==> src/rtl/key_state_tracker.sv <==
// PS/2 key state tracker: synchronises the keycode window, debounces it and keeps held-key flags.
// Optional KEY_ARROWS_EN: arrow codes 0x6B/0x74/0x75 also drive the left/right/jump flags.
module key_state_tracker #(
  parameter int STABLE_CYCLES = 4
) (
  input  logic        clk,
  input  logic        rst,
  input  logic [15:0] keycode,
  output logic        left,
  output logic        right,
  output logic        jump,
  output logic        jump_req
);

  typedef enum logic [1:0] {
    IDLE,
    SETTLE,
    COMMIT
  } state_t;

  localparam logic [3:0] STABLE_N = 4'(STABLE_CYCLES);

  logic [15:0] sync1, sync2;
  logic [15:0] cand, accepted;
  logic [3:0]  cnt;
  state_t      state;
  logic        h_a, h_d, h_w, h_sp;
  logic        is_make;
  logic        jump_next;

  assign is_make   = (cand[15:8] != 8'hF0);
  assign jump_next = h_w | h_sp;

  // Two-flop synchroniser; only sync2 is ever looked at.
  always_ff @(posedge clk or posedge rst) begin
    if (rst) begin
      sync1 <= '0;
      sync2 <= '0;
    end else begin
      sync1 <= keycode;
      sync2 <= sync1;
    end
  end

  // NOTE: state, counter and flags are all updated with <= so every branch sees pre-edge values.
  always_ff @(posedge clk or posedge rst) begin
    if (rst) begin
      state    <= IDLE;
      cand     <= '0;
      accepted <= '0;
      cnt      <= '0;
      h_a      <= 1'b0;
      h_d      <= 1'b0;
      h_w      <= 1'b0;
      h_sp     <= 1'b0;
    end else begin
      case (state)
        IDLE: begin
          if (sync2 != accepted) begin
            cand  <= sync2;
            cnt   <= 4'd1;
            // A single-cycle filter is already satisfied by the first sample.
            state <= (STABLE_N == 4'd1) ? COMMIT : SETTLE;
          end
        end
        SETTLE: begin
          if (sync2 == cand) begin
            cnt <= cnt + 4'd1;
            if (cnt + 4'd1 == STABLE_N) state <= COMMIT;
          end else if (sync2 == accepted) begin
            state <= IDLE;
          end else begin
            cand <= sync2;
            cnt  <= 4'd1;
          end
        end
        COMMIT: begin
          accepted <= cand;
          state    <= IDLE;
          if (cand[7:0] == 8'hAA) begin
            // Keyboard self-test completion: nothing can still be held.
            h_a  <= 1'b0;
            h_d  <= 1'b0;
            h_w  <= 1'b0;
            h_sp <= 1'b0;
          end else begin
            case (cand[7:0])
              8'h1C: h_a  <= is_make;
              8'h23: h_d  <= is_make;
              8'h1D: h_w  <= is_make;
              8'h29: h_sp <= is_make;
`ifdef KEY_ARROWS_EN
              8'h6B: h_a  <= is_make;
              8'h74: h_d  <= is_make;
              8'h75: h_w  <= is_make;
`endif
              default: ;
            endcase
          end
        end
        default: state <= IDLE;
      endcase
    end
  end

  // Registered outputs; jump_req fires on the cycle the registered jump rises.
  always_ff @(posedge clk or posedge rst) begin
    if (rst) begin
      left     <= 1'b0;
      right    <= 1'b0;
      jump     <= 1'b0;
      jump_req <= 1'b0;
    end else begin
      left     <= h_a & ~h_d;
      right    <= h_d & ~h_a;
      jump     <= jump_next;
      jump_req <= jump_next & ~jump;
    end
  end

endmodule

==> config.mk <==
export PLATFORM = sky130hd
export DESIGN_NAME = key_state_tracker
export DESIGN_NICKNAME = d
export VERILOG_FILES = /design/src/rtl/key_state_tracker.sv
export SDC_FILE = /design/constraint.sdc
export NUM_CORES = 1
export LEC_CHECK = 0
export ABC_CLOCK_PERIOD_IN_PS = 5500
export BUFFER_PORTS_ARGS = -buffer_cell sky130_fd_sc_hd__buf_4
export CELL_PAD_IN_SITES_DETAIL_PLACEMENT = 0
export CELL_PAD_IN_SITES_GLOBAL_PLACEMENT = 1
export CORE_ASPECT_RATIO = 0.9
export CORE_MARGIN = 2
export CORE_UTILIZATION = 40
export CTS_CLUSTER_SIZE = 24
export DETAILED_ROUTE_END_ITERATION = 10
export GPL_ROUTABILITY_DRIVEN = 0
export GPL_TIMING_DRIVEN = 0
export PLACE_DENSITY = 0.65
export SYNTH_ARGS = -nofsm -noshare
export SYNTH_HDL_FRONTEND = slang
export SYNTH_SLANG_ARGS = --single-unit
==> constraint.sdc <==
create_clock -name clk -period 5.5 [get_ports clk]
set_input_delay 0.55 -clock clk [delete_from_list [all_inputs] [get_ports clk]]
set_output_delay 0.55 -clock clk [all_outputs]
set_load 0.005 [all_outputs]
==> impl_results.md <==
- Synth Area in XOR/XNOR: 9.49%
- Overall routed net length: 5050 um
- Arrival time worst endpoint: 2400 ps
- Worst rel slew slack: 57.5%
- CORE AREA: 0.00747 mm2
- CTS root buf: clkbuf_8
- Async SR Flop Fraction: 100%
- Fill cells: 696
- Synth Net Count: 226
- Mux cell area share after synthesis: 12.5%
- Library cells used by synthesis: 36
- Row cnt: 30
- Post-CTS setup buffers: 0
- Skew final: 6.22 ps
- Die Area: 0.00833 mm2
- Largest family of logic cells by synthesized area: multiplexers
- Worst-path maximum fanout: 7
- Pwr Density: 305 mW/mm2
- Cells after Synth: 207
- Resized Gates After CTS: 0
- Share of cells above drive strength 1: 31.8%
- # IOs: 22
- Cell area after layout: 0.00355 mm2
- Diode count: 0
- Post-DRT Antenna Nets: 0
- Initial Utilization: 40.8%
- Clock sink total: 78
- Setup TNS: 0 ps
- Leakage: 1.62 nW
- Final worst-path cycle share: 39.3%
- Number of global-route vias before repair: 1688
- Fin. Hold Viols: 0
- Total Power: 1.08 mW
- Post-Layout Cell Count: 341
- Post-synth EDFFs: 0
- Hold Crit Class: in -> async
- Clk Latency, worst-skew pair: 350 ps
- Syn Area/Cell: 14.7 um2
- Fin util: 47.5%
- Initial DRC Count: 21
- WHS: 151 ps
- Crit end category: flop
- Commonest non-fill, non-tap cell in the layout: dfrtp_1
- Post-Synth Simple-Gate Area: 8.30%
- Num CTS Buffers: 9
- FF/Latch Area: 0.00195 mm2
- RSZ-0062 raised after global routing: no
- R2R Setup Slk: 3340 ps
- Reg-to-Reg End: cnt[2]
- DRC Markers: 0
- Slew @ Worst Pin: 637 ps
- PnR worst setup slack: 3340 ps
- Die H: 86.8 um
- Critical Path RT: 5740 ps
- WS Path Type: reg -> reg
- Global Route Usage Sum: 14.1%
- Clock-pin slew on the worst setup and hold paths: 80 ps
- Antenna violations before repair: 0
- Main flop type after synthesis: dfrtp_1
- Hold_buf cts: 0
- Wire per inst: 14.8 um
- Status: completed
- Placed inst area: 0.00335 mm2
- CTS tree: yes
- Gr ovfl total: 0
- Final Setup Violations: 0
- Most frequent cells in the layout: 78 x dfrtp_1, 31 x mux2_2, 21 x buf_4, 17 x xnor2_1, 16 x xor2_1
- Reg2reg path depth: 5
- Seq/Total Area, Yosys: 64.1%
- Worst vdd ir: 0.146 mV
- Deepest clock path buffer count: 2
- Mapped Area: 0.00304 mm2
- Adder-Cell Fraction of Synth Area: 0.411%
- CTS H-tree depth: 3
- Vias per inst: 4.77
- Die Wd: 96.0 um
- Synth Register Bits: 78
- Synth Area in Compound Gates: 4.36%
- Startpoint types: flop
- YS warnings: 0
- # nets final: 259
- DR pass1 iterations: 4
- Detailed-route via count: 1625
- Dpl cells: 325
- Detail Placement HPWL: 3540 um
- Largest net degree at the start of global routing: 59
- Global-route wire length before repair: 8430 um
- Fin. max-slew vios: 0
- Multi-input gate area: 0.00107 mm2
- Area delta synth->final: 16.6%
- Final min period: 2160 ps
- Port bufs: 21
- FMAX: 462 MHz
- Total of max-cap violations: 0
- R2r startpoint: cand[10]
- Pre-CTS setup slack: 3340 ps
## layer usage
| metal | up-vias | share of wire, % | track usage (%) |
|---|---|---|---|
| met5 | - | 0 | 0 |
| met4 | 0 | 1.6 | 5.45 |
| met3 | 5 | 3.8 | 5.74 |
| met2 | 25 | 45 | 20.7 |
| met1 | 800 | 49 | 18.7 |
| li1 | 795 | - | - |
## kinds of logic after synthesis
kind of cell	count (synthesis)
AOI/OAI and AO/OA	18
and+or+nand+nor	38
adders and majority gates	1
xor gates and xnor gates	33
DFF	78
buffers and inverters	5
muxes	34
## report_power, final
part / switching, mW / internal [mW]
Combinational: 0.0237 / 0.0265
Sequential: 0.0169 / 0.591
Clock: 0.214 / 0.212
Total: 0.255 / 0.829
## critical path: stages, from the launching register on
cell and delay (ps):
dfrtp_1 420, xnor2_1 230, nand4_1 230, nor4_4 530, a21boi_0 290, a221o_1 350
## cells in the mapped netlist (all sizes together) (2+ instances only)
library cell	n	area share [%]
clkbuf	2	0.25
a21oi	3	0.86
dfrtp	78	64
nor4	7	1.9
o2bb2ai	2	0.58
nor3b	2	0.49
a22o	2	0.58
xnor2	17	4.9
or2	2	0.41
mux2i	3	0.99
nor2b	6	1.2
inv	2	0.25
and3	2	0.49
mux2	31	11
xor2	16	4.6
nand2	6	0.74
o21ai	6	0.99
nand4	4	0.82
## cell type report
class / count / share of cell area [%]
Inverter: 2 / 0.282
Sequential cell: 78 / 55.0
Buffer: 3 / 0.529
Clock buffer: 10 / 3.60
Multi-Input combinational cell: 124 / 30.0
Clock inverter: 6 / 1.97
Tap cell: 96 / 3.38
Timing Repair Buffer: 22 / 5.22
## sequential cells by signal (all words and copies together) (netlist names)
register and count:
left 1, accepted 16, h_sp 1, sync1 16, jump_req 1, state 2
sync2 16, h_w 1, h_d 1, jump 1, cand 16, h_a 1
cnt 4, right 1
## worst max path at each step
stage,start,end,cells after the start
after floorplan,rst,accepted[0],1
after global placement,rst,sync1[6],2
after detailed placement,cand[10],cnt[2],5
after CTS,cand[10],cnt[2],5
after global routing,cand[3],cnt[2],5
final,cand[10],cnt[2],5
Note: power is estimated with default switching activity, not from simulation.
